`config.mk`:
```
export PLATFORM = sky130hd
export DESIGN_NAME = pipe_stage_reg
export DESIGN_NICKNAME = d
export VERILOG_FILES = /design/src/rtl/pipe_stage_reg.sv
export SDC_FILE = /design/constraint.sdc
export NUM_CORES = 1
export LEC_CHECK = 0
export CORE_MARGIN = 3
export CORE_UTILIZATION = 45
export DETAILED_ROUTE_END_ITERATION = 12
export PLACE_DENSITY = 0.81
export SYNTH_ARGS = -nofsm -noshare
export SYNTH_HDL_FRONTEND = slang
export SYNTH_SLANG_ARGS = --single-unit
```
`constraint.sdc`:
```
create_clock -name clk -period 3.6 [get_ports clk]
set_clock_uncertainty 0.2 [all_clocks]
set_input_delay 0.72 -clock clk [delete_from_list [all_inputs] [get_ports clk]]
set_output_delay 0.72 -clock clk [all_outputs]
set_load 0.03 [all_outputs]
```
`src/rtl/pipe_stage_reg.sv`:
```
// Pipeline stage register with valid/ready handshake and a 2-entry skid buffer.
// Define PIPE_STAGE_STATS_EN to enable the stall/flush statistics counters.
module pipe_stage_reg #(
    parameter int DATA_W = 32,
    parameter int RD_W   = 5,
    parameter int CNT_W  = 16
) (
    input  logic              clk,
    input  logic              reset,
    input  logic              flush,
    input  logic              in_valid,
    output logic              in_ready,
    input  logic [DATA_W-1:0] in_data,
    input  logic              in_wr,
    input  logic [RD_W-1:0]   in_rd,
    output logic              out_valid,
    input  logic              out_ready,
    output logic [DATA_W-1:0] out_data,
    output logic              out_wr,
    output logic [RD_W-1:0]   out_rd,
    output logic              fwd_valid,
    output logic [RD_W-1:0]   fwd_rd,
    output logic [DATA_W-1:0] fwd_data,
    output logic [1:0]        occupancy,
    output logic [CNT_W-1:0]  stall_cnt,
    output logic [CNT_W-1:0]  flush_cnt
);
    typedef enum logic [1:0] {EMPTY = 2'd0, ONE = 2'd1, TWO = 2'd2} state_t;

    state_t            state;
    logic [DATA_W-1:0] main_data, skid_data;
    logic [RD_W-1:0]   main_rd, skid_rd;
    logic              main_wr, skid_wr;
    logic              ready_q, valid_q;
    logic              in_fire, out_fire, cap_wr;

    assign in_fire  = in_valid & ready_q;
    assign out_fire = valid_q & out_ready;
    // Writes to x0 are architecturally dropped, so never advertise them.
    assign cap_wr   = in_wr & (in_rd != '0);

    always_ff @(posedge clk or negedge reset) begin
        if (!reset) begin
            state     <= EMPTY;
            main_data <= '0;
            main_rd   <= '0;
            main_wr   <= 1'b0;
            skid_data <= '0;
            skid_rd   <= '0;
            skid_wr   <= 1'b0;
            ready_q   <= 1'b0;
            valid_q   <= 1'b0;
        end else if (flush) begin
            state     <= EMPTY;
            main_data <= '0;
            main_rd   <= '0;
            main_wr   <= 1'b0;
            skid_data <= '0;
            skid_rd   <= '0;
            skid_wr   <= 1'b0;
            ready_q   <= 1'b1;
            valid_q   <= 1'b0;
        end else begin
            case (state)
                EMPTY: begin
                    ready_q <= 1'b1;
                    if (in_fire) begin
                        state     <= ONE;
                        main_data <= in_data;
                        main_rd   <= in_rd;
                        main_wr   <= cap_wr;
                        valid_q   <= 1'b1;
                    end
                end
                ONE: begin
                    if (in_fire && out_fire) begin
                        main_data <= in_data;
                        main_rd   <= in_rd;
                        main_wr   <= cap_wr;
                    end else if (in_fire) begin
                        state     <= TWO;
                        skid_data <= in_data;
                        skid_rd   <= in_rd;
                        skid_wr   <= cap_wr;
                        ready_q   <= 1'b0;
                    end else if (out_fire) begin
                        // Head drains to the cleared value so outputs read 0 when idle.
                        state     <= EMPTY;
                        main_data <= '0;
                        main_rd   <= '0;
                        main_wr   <= 1'b0;
                        valid_q   <= 1'b0;
                    end
                end
                TWO: begin
                    if (out_fire) begin
                        state     <= ONE;
                        main_data <= skid_data;
                        main_rd   <= skid_rd;
                        main_wr   <= skid_wr;
                        skid_data <= '0;
                        skid_rd   <= '0;
                        skid_wr   <= 1'b0;
                        ready_q   <= 1'b1;
                    end
                end
                default: begin
                    state   <= EMPTY;
                    ready_q <= 1'b1;
                    valid_q <= 1'b0;
                end
            endcase
        end
    end

    // main_wr is only ever set while the head is valid, so it is already gated.
    assign in_ready  = ready_q;
    assign out_valid = valid_q;
    assign out_data  = main_data;
    assign out_rd    = main_rd;
    assign out_wr    = main_wr;
    assign fwd_valid = main_wr;
    assign fwd_rd    = main_rd;
    assign fwd_data  = main_data;
    assign occupancy = state;

`ifdef PIPE_STAGE_STATS_EN
    logic [CNT_W-1:0] stall_q, flush_q;

    always_ff @(posedge clk or negedge reset) begin
        if (!reset) begin
            stall_q <= '0;
            flush_q <= '0;
        end else begin
            if (valid_q && !out_ready && stall_q != '1)
                stall_q <= stall_q + 1'b1;
            if (flush && state != EMPTY && flush_q != '1)
                flush_q <= flush_q + 1'b1;
        end
    end

    assign stall_cnt = stall_q;
    assign flush_cnt = flush_q;
`else
    assign stall_cnt = '0;
    assign flush_cnt = '0;
`endif
endmodule
```
### Yosys cells after proc, flatten, opt, wreduce, memory -nomap -nowiden

Cells that the tools add are included.

* input port bits: 43
* memories: 0
* RAM bits: 0
* ROM bits: 0
* output and inout bits: 112
* register bits: 80
* latch bits: 0

* divide/modulo/power cells: 0
* $lt $le $gt $ge: 0
* $mul: 0
* shift-type cells: 0
* reductions and logical operators: 10
* multiplexer cells: 46
* add/subtract/negate cells: 0
* bitwise gates (word level): 3
* equal/unequal tests: 12

Operators by type and width (count)
* 32-bit 2-to-1 mux: 8
* 32-bit case mux with 3 select lines: 1
* 32-bit case mux with 2 select lines: 1
* 5-bit 2-to-1 mux: 8
* 3-bit inequality test, second input constant: 6
* 1-bit 2-to-1 mux: 15
* 5-bit case mux with 3 select lines: 1
* 2-bit 2-to-1 mux: 6
* 4-bit inequality test, second input constant: 3
* 5-bit case mux with 2 select lines: 1
* 5-bit AND reduction: 2
* 4-bit AND reduction: 2
* 1-bit case mux with 3 select lines: 2
* 2-bit case mux with 3 select lines: 1
* 5-bit nonzero test: 1
* 1-bit case mux with 2 select lines: 2
* 4-bit nonzero test: 1
* 1-bit bitwise AND: 3
* 3-bit AND reduction: 1
* 3-bit nonzero test: 1
* 2-bit by 1-bit == test with 1-bit output, second input constant: 1
* 2-bit == test, second input constant: 1
* 2-bit zero test: 1
* 2-bit inequality test, second input constant: 1
* 1-bit logical AND: 1

### Depth between registers and ports, before layout

* word-level depth: 6
* gate-level depth with buffers: 9
* depth with buffers taken out: 6

### Least setup slack after synthesis

Ideal clock, no wire load.

* kind: reg2reg
* start: reg state[0], in the netlist occupancy[0]
* end: reg main_data[1], in the netlist fwd_data[1]
* slack: 1.291 ns
* path buffers: 3
* required time: 3.274 ns
* library setup time: 0.126 ns
* cell stages (with the launch flop): 10
* data arrival time: 1.983 ns
* cells stage by stage: dfrtp_1 inv_1 ha_1 buf_6 nor3_4 nor4_2 buf_6 buf_6 and2_1 a221o_1

* longest elaborated chain between the ends: 3
* elaborated cells between the ends (all ways): 11

RTL lines
* start, declared: RTL line 30 `state_t state;`
* start signal, assigned: RTL line 44 `state <= EMPTY;`
* start signal, assigned: RTL line 54 `state <= EMPTY;`
* start signal, assigned: RTL line 68 `state <= ONE;`
* 2-bit by 1-bit == test with 1-bit output, or another cell as far along: RTL line 64 `case (state)`
* 4-bit inequality test (no source line), or another cell as far along
* 5-bit AND reduction (no source line) / 32-bit 2-to-1 mux (equally long branches)
* end signal, assigned: RTL line 69 `main_data <= in_data;`
* end signal, assigned: RTL line 77 `main_data <= in_data;`
* end signal, assigned: RTL line 98 `main_data <= skid_data;`
* end, declared: RTL line 31 `logic [DATA_W-1:0] main_data, skid_data;`

Parallel ways exist; a longest one is shown, timed or not.
A chain may end at the register's enable or synchronous reset.

### Worst setup path after layout

* start: reg state[1], in the netlist occupancy[1]
* end: reg skid_data[24]

* longest elaborated chain between the ends: 3
* elaborated cells between the ends (all ways): 9

RTL lines
* 2-bit by 1-bit == test with 1-bit output / 2-bit == test (equally long branches): RTL line 64
* 3-bit inequality test (no source line), or another cell as far along
* 4-bit AND reduction (no source line) / 32-bit 2-to-1 mux (equally long branches)
* end signal, assigned: RTL line 82 `skid_data <= in_data;`
* end, declared: RTL line 31

Parallel ways exist; a longest one is shown, timed or not.

==> flow_summary.ini <==
[clock_network]
htreeDepth = 3
numCtsBuffers = 9
clk_latency_ns = 0.33
cts_sinks = 80
cts_hold_buf = 0
cts_root_buffer = clkbuf_8
cts_tree = built
clk_pin_slew_ns = 0.09
cts-resized-gates = 0
post-cts-setup-buffer-count = 0
cts_buffer_depth = 2

[critical_path]
crit_path_max_fanout = 76
crit_type = reg2reg
reg2regPathDepth = 6
regToRegStartpoint = occupancy[1]
rr_endpoint = skid_data[24]
cp.arrival_ns = 2.69
endpoint_kind = flop
rrSetupSlack_ns = 0.88
worstSetupStartpointType = flop
required_ns = 3.58

[power_and_ir_drop]
worst_ir_drop_vdd_mv = 0.361
power_density_nw_per_um2 = 810
leakagePower_uw = 0.00228

[die]
die_w_um = 102
core_area_sq_um = 8850
die-area_sq_um = 10400
io_pins = 155
num_rows = 34
fp.dieH_um = 102
start_util_pct = 47.1

[detailed_routing]
avgViaCountPerCell = 5.10
drtIter0Drc = 98
wl_um = 9100
post_drt_wl_per_cell_um = 15.3
ant_nets = 0
vias = 3041
drc_errors = 0
drtPass1Iterations = 5

[global_route]
antenna_found_initial = 0
grt_pass1_vias = 2944
grt_max_degree = 81
grt_pass1_wl_um = 14500
globalRouteTotalUtil_pct = 17.3
grt_overflow = 0

[final_layout]
synthToLayoutAreaGrowth_pct = 25.2
stdcell_area_sq_um = 5220
n_fill_cell = 803
layout.nets = 529
drive_gt1_share_pct = 8.40
antenna_cells_inserted = 0

[placed_design]
dp_hpwl_um = 6150
io_buffer_count = 122
placed_cell_area_sq_um = 4980
gp_congestion = 0.836

[yosys]
yosysTopAreaCellShare_pct = 48.1
syn_area_sq_um = 4160
ys.flop_type = dfrtp_1
ys_warn_count = 0
synth_cell_type_count = 39
ys_seq_elements = 80
synth_edf_count = 0
synthArstFlopShare_pct = 100
syn_inst = 411
synthTopCellsByArea = dfrtp_1, buf_4, a221o_1, nand2_1, o21ai_0
syn-mean-instance-area_sq_um = 10.1
seq_area_frac_synth_pct = 48.1
synth_largest_area_cell = dfrtp_1

[status]
status = finished, final reports clean

[worst_hold_path]
worstHoldStart = skid_data[27]
min_to = skid_data[27]
whs_path_depth = 2
hold_class = reg2reg

[sta]
setup_tns_ns = 0
fmax_ghz = 0.368
rsz0062_at_grt = false
hold_violations = 0
tightest_slew_ns = 0.984
fin_crit_ns = 2.72
setup_violations = 0
finalCritPeriodShare_pct = 75.5
slew_violations = 0
max_slew_margin_pct = 34.4

[job]
drv_cap = 0
-- state kept, by name (all words and copies together), names as in the netlist --
signal and count:
occupancy 2, skid_data 32, in_ready 1, out_valid 1, skid_rd 5, fwd_valid 1, fwd_data 32, fwd_rd 5
skid_wr 1
-- layout by cell type, fill, tap and decap left out, types with 2 or more instances in the layout --
| cell | count |
|---|---|
| nor2_4 | 2 |
| a221o_1 | 38 |
| ha_1 | 3 |
| clkbuf_1 | 2 |
| or2_2 | 2 |
| nor3_1 | 2 |
| and2_1 | 18 |
| and2_2 | 8 |
| nand2_1 | 80 |
| nor2_1 | 3 |
| clkdlybuf4s50_1 | 121 |
| a21oi_1 | 4 |
| conb_1 | 32 |
| buf_4 | 5 |
| bufinv_16 | 3 |
| dfrtp_1 | 80 |
| o21ai_0 | 38 |
| clkbuf_8 | 9 |
| inv_1 | 3 |
| and2_0 | 13 |
-- metal layers --
| layer | share of wire (%) | routed length [um] | global-route usage (%) |
|---|---|---|---|
| met5 | 0 | 0 | 0 |
| met4 | 0.88 | 80 | 5.05 |
| met3 | 6.5 | 592 | 3.48 |
| met2 | 50 | 4540 | 29.4 |
| met1 | 43 | 3890 | 22.6 |
-- worst max path at each step --
stage,from,end,slack (ns),depth (start not counted)
after floorplan,occupancy[0],fwd_data[1],1.29,9
after global placement,flush,skid_data[17],0.66,4
after detailed placement,flush,skid_data[24],0.55,4
after CTS,occupancy[1],skid_data[24],0.84,6
after global routing,occupancy[1],skid_data[24],0.64,6
final,occupancy[1],skid_data[24],0.88,6
-- worst max-delay path, stage by stage, from the launching register on --
cell and delay, ns:
dfrtp_1 0.43, inv_1 0.10, ha_1 0.48, and4b_2 0.31, a311oi_4 0.25, buf_4 0.56
o21ai_0 0.21
-- report_power, final --
group	switching, uW	internal [uW]	total (uW)
logic	1250	842	2090
clock network	315	463	778
registers	198	1160	1350
-- cell families (layout without fill, tap and decap cells) --
| family | count (synthesis) | after routing | share of synthesized area (%) |
|---|---|---|---|
| other | 1 | 32 | 0.0901 |
| AND/OR/NAND/NOR | 136 | 136 | 16.5 |
| flip-flops | 80 | 80 | 48.1 |
| adder cells (fa/ha/maj) | 3 | 3 | 0.902 |
| buffers and inverters | 99 | 145 | 17.5 |
| AO/OA/AOI/OAI | 90 | 90 | 16.4 |
| multiplexers | 2 | 2 | 0.511 |
-- cell type report --
cell class	instances	area, sq um	share of cell area [%]
flip-flops and latches	80	2000	38.4
multi-input cells	263	1580	30.4
repair buffers	126	1250	23.9
well taps	108	135	2.59
clock buffers	11	131	2.52
clock inverters	5	104	1.99
inverters	3	11.3	0.216
-- through the flow --
step | power, uW | cells | hold WS [ns] | utilization (%) | setup WS, ns
floorplan | 2870 | 442 | 0.224 | - | 1.29
global placement | 3420 | 580 | 0.254 | 56.3 | 0.659
detailed placement | 3480 | 580 | 0.263 | 56.3 | 0.549
CTS | 4260 | 596 | 0.283 | 58.9 | 0.841
global route | 4440 | 596 | 0.311 | 58.9 | 0.643
finish | 4220 | 596 | 0.280 | 58.9 | 0.883
-- synthesized netlist by cell type (all sizes together) (2+ instances only) --
| cell type | count |
|---|---|
| buf | 89 |
| dfrtp | 80 |
| nand2 | 80 |
| and2 | 39 |
| o21ai | 39 |
| a221o | 38 |
| clkbuf | 7 |
| nor2 | 5 |
| a21oi | 4 |
| ha | 3 |
| inv | 3 |
| nor3 | 3 |
| or2 | 2 |
No activity file was read; power rests on OpenSTA's default activity.
